[src/rtl/mod3_step_scheduler_if.sv]
// Requester-side bus of the mod-3 step scheduler: request levels, step counts,
// and the one-hot acknowledge carrying the resulting counter state.
interface mod3_step_scheduler_if #(
  parameter int N_REQ = 4,
  parameter int IDW   = 2
);
  // req[i] is a level held until ack[i] is sampled; ack is a one-cycle pulse
  // and result/grant_id are meaningful only while ack is nonzero.
  logic [N_REQ-1:0]   req;
  logic [2*N_REQ-1:0] cnt;
  logic [N_REQ-1:0]   ack;
  logic [1:0]         result;
  logic [IDW-1:0]     grant_id;

  modport master (output req, cnt, input ack, result, grant_id);
  modport slave  (input req, cnt, output ack, result, grant_id);
endinterface

[src/rtl/mod3_step_scheduler.sv]
// Round-robin scheduler that drives the shared mod-3 counter's advance line
// for a requested number of cycles and acknowledges with the counter state.
module mod3_step_scheduler #(
  parameter int N_REQ = 4,
  parameter int IDW   = 2
) (
  input  logic                   clk,
  input  logic                   rst,
  mod3_step_scheduler_if.slave   bus,
  input  logic [1:0]             state_in,
  output logic                   step,
  output logic                   busy,
  output logic                   sync_err,
  output logic [1:0]             fsm_state
);

  typedef enum logic [1:0] {
    IDLE = 2'b00,
    STEP = 2'b01,
    DONE = 2'b10
  } state_t;

  state_t         state;
  logic [IDW-1:0] rr_ptr;
  logic [IDW-1:0] grant_id;
  logic [1:0]     remaining;
  logic [1:0]     shadow;

  logic           found;
  logic [IDW-1:0] winner;
  logic [1:0]     win_cnt;

  // Search from rr_ptr upward, wrapping at N_REQ; first set bit wins.
  always_comb begin
    found   = 1'b0;
    winner  = '0;
    win_cnt = 2'b00;
    for (int i = 0; i < N_REQ; i++) begin
      int idx;
      idx = int'(rr_ptr) + i;
      if (idx >= N_REQ) idx = idx - N_REQ;
      if (!found && bus.req[idx]) begin
        found   = 1'b1;
        winner  = IDW'(idx);
        win_cnt = bus.cnt[2*idx +: 2];
      end
    end
  end

  always_ff @(posedge clk or negedge rst) begin
    if (!rst) begin
      state     <= IDLE;
      rr_ptr    <= '0;
      grant_id  <= '0;
      remaining <= 2'b00;
      shadow    <= 2'b00;
      sync_err  <= 1'b0;
    end else begin
      case (state)
        IDLE: begin
          if (found) begin
            grant_id  <= winner;
            remaining <= win_cnt;
            rr_ptr    <= (int'(winner) == N_REQ - 1) ? '0 : winner + IDW'(1);
            state     <= (win_cnt != 2'b00) ? STEP : DONE;
          end
        end
        STEP: begin
          remaining <= remaining - 2'd1;
          // Shadow mirrors the counter and never takes the unused 11 code.
          shadow    <= (shadow == 2'b00) ? 2'b01 : ((shadow == 2'b01) ? 2'b10 : 2'b00);
          if (remaining <= 2'd1) state <= DONE;
        end
        DONE: begin
          if (state_in != shadow) sync_err <= 1'b1;
          state <= IDLE;
        end
        default: state <= IDLE;
      endcase
    end
  end

  // Moore decode: a reset mid-STEP drops step immediately with the state.
  always_comb begin
    step         = (state == STEP);
    busy         = (state == STEP) || (state == DONE);
    bus.ack      = (state == DONE) ? (N_REQ'(1) << grant_id) : '0;
    bus.result   = (state == DONE) ? state_in : 2'b00;
    bus.grant_id = grant_id;
    fsm_state    = state;
  end

endmodule

[src/flat_wrapper.sv]
// flat-port wrapper written by rule: the top's interface ports become plain ports
module mod3_step_scheduler_flat 
#(
  parameter int N_REQ = 4,
  parameter int IDW   = 2
)
  (clk, rst, state_in, step, busy, sync_err, fsm_state, bus_req, bus_cnt, bus_ack, bus_result, bus_grant_id);
  mod3_step_scheduler_if #(.N_REQ(N_REQ), .IDW(IDW)) bus_i ();
  input  logic clk;
  input  logic rst;
  input  logic [1:0] state_in;
  output logic step;
  output logic busy;
  output logic sync_err;
  output logic [1:0] fsm_state;
  input wire logic [$bits(bus_i.req)-1:0] bus_req;
  input wire logic [$bits(bus_i.cnt)-1:0] bus_cnt;
  output wire logic [$bits(bus_i.ack)-1:0] bus_ack;
  output wire logic [$bits(bus_i.result)-1:0] bus_result;
  output wire logic [$bits(bus_i.grant_id)-1:0] bus_grant_id;
  assign bus_i.req = bus_req;
  assign bus_i.cnt = bus_cnt;
  assign bus_ack = bus_i.ack;
  assign bus_result = bus_i.result;
  assign bus_grant_id = bus_i.grant_id;
  mod3_step_scheduler #(.N_REQ(N_REQ), .IDW(IDW)) u_core (.clk(clk), .rst(rst), .bus(bus_i), .state_in(state_in), .step(step), .busy(busy), .sync_err(sync_err), .fsm_state(fsm_state));
endmodule
[config.mk]
export PLATFORM = sky130hd
export DESIGN_NAME = mod3_step_scheduler_flat
export DESIGN_NICKNAME = d
export VERILOG_FILES = /design/src/rtl/mod3_step_scheduler_if.sv /design/src/rtl/mod3_step_scheduler.sv /design/src/flat_wrapper.sv
export SDC_FILE = /design/constraint.sdc
export NUM_CORES = 1
export LEC_CHECK = 0
export ABC_AREA = 1
export BUFFER_PORTS_ARGS = -buffer_cell sky130_fd_sc_hd__buf_4
export CORE_MARGIN = 2
export CORE_UTILIZATION = 54
export DETAILED_ROUTE_END_ITERATION = 6
export GPL_TIMING_DRIVEN = 1
export PLACE_DENSITY = 0.83
export SYNTH_ARGS = -nofsm -noshare
export SYNTH_HDL_FRONTEND = slang
export SYNTH_SLANG_ARGS = --single-unit
[constraint.sdc]
create_clock -name clk -period 2.54 [get_ports clk]
set_input_delay 0.127 -clock clk [delete_from_list [all_inputs] [get_ports clk]]
set_output_delay 0.127 -clock clk [all_outputs]
set_load 0.02 [all_outputs]
==> metrics.txt, run 1 <==
Worst Tran Pin Value=316 ps; clock buffer count from CTS=3; Vias=between 1k and 1.5k; I/O pin count=29; cells along the critical path=inv_8 > ha_1 > inv_1 > nand3_2 > nand2_4 > nor2_4 > xor2_2 > nand2_1 > nand2_1 > nand2_1 > nand3_1 > nand2_1; Reg clk slew, reported paths=70 ps; Worst Setup Slack post-DPL=approximately 480 ps; final hold viol count=0; launch instance of the worst min-delay path=state_in[0]; total negative setup slack=0 ps; synthesized flop and latch total=11; slowest stage delay, CP=about 480 ps; leading post-synthesis cells by cell area=dfrtp_1, nand2_1, nand3_1; via density per instance=5.25; post-synthesis average cell area=6.51 um2; outcome=finished, final reports clean; area of the core region=2190 um2; global placement routability congestion=about 0.95; Setup crit end kind=flip-flop; Power Dens Cells=1480 nW/um2; Cell variety after synth=29; Final Cycle Share=0.821; estimated wirelength of the detail-placed design=2320 um; remaining global-route overflow=0; library cell with the largest summed area after synthesis=dfrtp_1; Final Max Slew Viols=0; clk_lat worst skew=270 ps; Most Frequent Cell on Critical Path=nand2_1; maximum root-to-sink buffer count=2; starting density of the core=0.568; area share of the largest cell type after synthesis=0.221; Data arrival, critical path=around 2300 ps; wire length of the first global-routing pass=4810 um; netlist area before placement=roughly 1200 um2; Post-CTS Setup Bufs=0; DRC marker count from the first detailed-route iteration=28; maximum clock frequency=479 MHz; clock sink count=11; startpoint-to-endpoint class of the critical path=flip-flop to flip-flop; Horiz. Die Dim=52.0 um; die area=around 2700 um2; vias in the first global route=approximately 1.2k; antenna diode count=0; sequential cell area fraction in the yosys report=0.221; Crit-path slowest cell=ha_1; max-slew headroom at the worst pin=0.787; floorplan row count=17; Vert. Die Dim=~52 um; Clock Tree Root=clkbuf_4; top fanout value on the critical path=12; Hold-fix buffers, CTS=1; clk_skew=1.23 ps; Remaining DRCs=0; Max Cap Viol=0; post-layout net count=246; leakage power total=around 0.85 nW; number of buffers inserted by port buffering=28; crit path launch type=flip-flop; worst min path class=primary input to flip-flop; detail-routed net length per standard cell=11.4 um; shortest period the worst path allows=2090 ps; total routed wirelength=about 2900 um; TritonCTS clock tree=built; required time of the critical path=2700 ps; RSZ-0062 raised after global routing=false; Final ANT Viol Nets=0; peak supply drop=~1.1 mV; Global Route Usage Sum=0.235; antenna violations before repair=0; area overhead of the layout relative to synthesis=21.1%; count of mapped cells out of synthesis=191; Largest delay share family, worst path=simple AND/OR/NAND/NOR gates; Yosys warning total=0; Final Setup Violations=0; nets in the synthesized netlist=214; worst-case setup margin in the final layout=454 ps; buffers and inverters on the worst path=2; CTS H-Tree Depth=1; share of cells above drive strength 1=0.257; Pre-Repair DR Iteration Count=4; largest net degree at the start of global routing=20; CTS resizes=0
layer usage:
layer / track usage / share of wire / wire length [um]
met1: 0.290 / 0.43 / 1230
met2: 0.420 / 0.50 / 1440
met3: 0.0316 / 0.060 / 171
met4: 0.0702 / 0.0084 / 24
met5: 0 / 0 / 0
sequential cells by signal (all words and copies together) (netlist names), named ones only:
name / count
u_core.bus.grant_id: 2
u_core.fsm_state: 2
u_core.remaining: 2
u_core.rr_ptr: 1
u_core.shadow: 2
u_core.sync_err: 1
tightest hold or removal path, stage by stage:
cell      delay [ps]
buf_4             90
xor2_1            60
nor2_1            80
o21bai_1          60
synthesized netlist by cell type, drive strengths merged:
| master | number |
|---|---|
| a21oi | 7 |
| a31oi | 2 |
| buf | 3 |
| clkbuf | 1 |
| dfrtp | 11 |
| ha | 7 |
| inv | 31 |
| nand2 | 65 |
| nand3 | 25 |
| nand4 | 4 |
| nor2 | 12 |
| nor3 | 4 |
| o211ai | 2 |
| o21ai | 11 |
| o21bai | 1 |
| or2 | 2 |
| xor2 | 3 |
worst paths after layout:
path                                           to  slack [ps]  cells after the start
max                              u_core.rr_ptr[1]         450                     12
min                               u_core.sync_err         190                      4
max reg2reg                      u_core.rr_ptr[1]         450                     12
min reg2reg                       u_core.sync_err         490                      1
max in group asynchronous        u_core.shadow[1]        2180                      2
min in group asynchronous  u_core.bus.grant_id[1]         220                      2
stage by stage:
stage | cell area [um2] | power [mW] | util | hold slack (ps) | instances
floorplan | 1240 | 1.72 | - | -169 | 191
global placement | 1470 | 2.02 | 0.671 | -35.4 | 245
detailed placement | 1470 | 2.09 | 0.671 | -30.4 | 245
CTS | 1510 | 2.22 | 0.688 | 184 | 250
global route | 1510 | 2.46 | 0.688 | 196 | 250
finish | 1510 | 2.23 | 0.688 | 190 | 250
cells by family after synthesis:
kind of cell | after synthesis | synth area share
xor+xnor | 3 | 0.0272
simple gates | 112 | 0.452
compound gates | 23 | 0.101
buf+inv | 35 | 0.129
fa+ha+maj | 7 | 0.0704
flops | 11 | 0.221
power breakdown:
part           switching [mW]  internal, mW  leakage [nW]  total [mW]
logic                    1.14         0.625         0.708        1.77
clock network          0.0587        0.0608        0.0150       0.120
registers              0.0747         0.264         0.130       0.339
cell usage in the layout, fill, tap and decap left out:
master | synthesis | final
dlygate4sd3_1 | 0 | 1
nand4_1 | 4 | 4
nor2_4 | 1 | 1
o211ai_1 | 2 | 2
xor2_2 | 1 | 1
a21oi_1 | 7 | 7
o21bai_1 | 1 | 1
nand3_4 | 1 | 1
inv_4 | 1 | 1
buf_4 | 1 | 30
or2_2 | 2 | 2
clkbuf_1 | 1 | 1
nor2_1 | 10 | 10
nand3_1 | 20 | 20
a31oi_1 | 2 | 2
dfrtp_1 | 11 | 11
nor3_1 | 4 | 4
inv_2 | 3 | 3
ha_1 | 7 | 7
clkbuf_4 | 0 | 3
nand3_2 | 4 | 4
nand2_1 | 56 | 56
xor2_1 | 2 | 2
nor2_2 | 1 | 1
o21ai_0 | 7 | 7
nand2_2 | 4 | 4
inv_1 | 26 | 26
nand2_4 | 5 | 5
inv_8 | 1 | 1
o21ai_1 | 4 | 4
cell type report:
cell class / count / area, um2
multi-input combinational: 145 / 808
fill: 192 / 684
sequential: 11 / 275
timing repair buffer: 31 / 235
inverter: 31 / 126
tap: 28 / 35.0
clock buffer: 4 / 26.3
Power figures use the tool's default switching activity.
==> run 2: changes to the inputs <==
--- a/config.mk
+++ b/config.mk
@@ -8,10 +8,10 @@
 export ABC_AREA = 1
 export BUFFER_PORTS_ARGS = -buffer_cell sky130_fd_sc_hd__buf_4
 export CORE_MARGIN = 2
-export CORE_UTILIZATION = 54
+export CORE_UTILIZATION = 48
 export DETAILED_ROUTE_END_ITERATION = 6
 export GPL_TIMING_DRIVEN = 1
-export PLACE_DENSITY = 0.83
+export PLACE_DENSITY = 0.78
 export SYNTH_ARGS = -nofsm -noshare
 export SYNTH_HDL_FRONTEND = slang
 export SYNTH_SLANG_ARGS = --single-unit
==> constraint.sdc (replaced) <==
create_clock -name clk -period 1.9 [get_ports clk]
set_input_delay 0.095 -clock clk [delete_from_list [all_inputs] [get_ports clk]]
set_output_delay 0.095 -clock clk [all_outputs]
set_load 0.02 [all_outputs]
==> run 2 against run 1 <==
Compared with the run above: wire length shrank 7.2%; global-route usage shrank 2.7 points; total power grew 38%; non-clock buffer count grew 3; register-to-register slack lost 280 ps; fmax grew 21%; worst hold slack lost 43 ps; combinational power grew 38%; sequential cell count is the same.
==> metrics.txt, run 2 (synthesis gave the netlist of run 1 again) <==
clk_lat worst skew=270 ps (about the same); leakage power total=0.868 nW (was 0.853 nW); shortest period the worst path allows=1730 ps (was 2090 ps); largest net degree at the start of global routing=20 (unchanged); Post-CTS Setup Bufs=0 (unchanged); DRC marker count from the first detailed-route iteration=24 (was 28); Reg clk slew, reported paths=70 ps (about the same); Horiz. Die Dim=54.9 um (was 52.0 um); Final Max Slew Viols=0 (unchanged); Power Dens Cells=1980 nW/um2 (was 1480 nW/um2); worst min path class=primary input to flip-flop (unchanged); floorplan row count=18 (was 17); post-layout net count=249 (was 246); total routed wirelength=2660 um (was 2860 um); Vert. Die Dim=54.9 um (was 52.0 um); crit path launch type=flip-flop (unchanged); Final Setup Violations=0 (unchanged); Final ANT Viol Nets=0 (unchanged); Worst Tran Pin Value=269 ps (was 316 ps); Sequential cell area=277 um2 (was 275 um2); wire length of the first global-routing pass=4490 um (was 4810 um); total negative setup slack=0 ps (unchanged); peak supply drop=1.14 mV (was 1.11 mV); Filler Cell Count=247 (was 192); CTS H-Tree Depth=1 (unchanged); area overhead of the layout relative to synthesis=24.7% (was 21.1%); Final Cycle Share=0.909 (was 0.821); final non-filler cell total=255 (was 250); area of the core region=2480 um2 (was 2190 um2); starting density of the core=0.502 (was 0.568); cells along the critical path=inv_8 > ha_4 > inv_1 > nand3_2 > nand2_4 > nor2_4 > xor2_2 > nand2_1 > nand2_1 > nand2_1 > nand3_1 > nand2_1 (was inv_8 > ha_1 > inv_1 > nand3_2 > nand2_4 > nor2_4 > xor2_2 > nand2_1 > nand2_1 > nand2_1 > nand3_1 > nand2_1); Reg2Reg Setup Slack=170 ps (was 450 ps); max-slew headroom at the worst pin=0.819 (was 0.787); top fanout value on the critical path=6 (was 12); Pre-Repair DR Iteration Count=5 (was 4); Data arrival, critical path=1900 ps (was 2250 ps); maximum clock frequency=579 MHz (was 479 MHz); Most Frequent Cell on Critical Path=nand2_1 (unchanged); clock buffer count from CTS=3 (unchanged); share of cells above drive strength 1=0.280 (was 0.257); leading cell type in the layout, fill and taps excluded=nand2_1 (unchanged); Clock Tree Root=clkbuf_4 (unchanged); global placement routability congestion=0.904 (was 0.950); detail-routed net length per standard cell=10.4 um (was 11.4 um); number of cells in the design after placement=250 (was 245); Max Cap Viol=0 (unchanged); Vias=1264 (was 1312); slowest stage delay, CP=430 ps (was 480 ps); final hold viol count=0 (unchanged); startpoint-to-endpoint class of the critical path=flip-flop to flip-flop (unchanged); multi-input combinational cell area=823 um2 (was 808 um2); Crit-path slowest cell=dfrtp_2 (was ha_1); remaining global-route overflow=0 (unchanged); outcome=finished, final reports clean (unchanged); TritonCTS clock tree=built (unchanged); antenna violations before repair=0 (unchanged); required time of the critical path=2070 ps (was 2700 ps); Setup crit end kind=flip-flop (unchanged); number of buffers inserted by port buffering=28 (unchanged); Global Route Usage Sum=0.208 (was 0.235); I/O pin count=29 (unchanged); clock sink count=11 (unchanged); Remaining DRCs=0 (unchanged); clk_skew=3.16 ps (was 1.23 ps); commonest cells after routing, fill and taps aside=nand2_1, buf_4, inv_1 (unchanged); maximum root-to-sink buffer count=2 (unchanged); via density per instance=4.96 (was 5.25); estimated wirelength of the detail-placed design=2160 um (was 2320 um); vias in the first global route=1077 (was 1168); antenna diode count=0 (unchanged); RSZ-0062 raised after global routing=false (unchanged); die area=3010 um2 (was 2700 um2)
==> run 2: repair_timing <==
item,in CTS,in global routing
gates resized for setup,0,5
endpoints found under the setup margin,0,6
hold endpoints to repair,11,0
hold buffers,1,0
==> run 2: where the power goes <==
group	internal [mW]	switching [mW]
combinational	0.926	1.51
clock	0.0814	0.0834
sequential	0.355	0.107
total	1.36	1.70
==> run 2: worst paths after layout <==
kind / from / to / cells after the start
worst min register to register: u_core.sync_err / u_core.sync_err / 1
worst min-delay path: state_in[0] / u_core.sync_err / 4
worst max register to register: flip-flop / u_core.rr_ptr[1] / 12
max in group asynchronous: rst / asynchronous set/reset pin / 2
worst max-delay path: flip-flop / u_core.rr_ptr[1] / 12
min in group asynchronous: rst / u_core.sync_err / 2
==> run 2: final cells by class <==
type	instances	share of cell area
repair buffers	34	0.169
multi-input cells	145	0.531
flip-flops and latches	11	0.178
clock buffers	4	0.0169
well taps	30	0.0242
inverters	31	0.0815
==> run 2: worst max-delay path: cells and delay by family (launching register included) <==
family / cells / cell delay [ps]
adder cells (fa/ha/maj): 1 / 280
buffers and inverters: 2 / 100
XOR/XNOR: 1 / 160
flip-flops: 1 / 430
AND/OR/NAND/NOR: 8 / 630
==> run 2: per-stage QoR <==
stage | instance area [um2] | utilization | setup slack, ps | hold WS, ps | power (mW)
floorplan | 1240 | - | 69.3 | -201 | 2.30
global placement | 1500 | 0.604 | 110 | -61.8 | 2.80
detailed placement | 1500 | 0.604 | 36.9 | -60.7 | 2.85
CTS | 1530 | 0.618 | 24.1 | 156 | 3.02
global route | 1550 | 0.626 | 20.9 | 156 | 3.43
finish | 1550 | 0.626 | 172 | 147 | 3.07
==> run 2: routing by layer <==
metal	GRT usage	part of all wire
met1	0.274	0.47
met2	0.343	0.46
met3	0.0430	0.049
met4	0.0610	0.017
met5	0	0
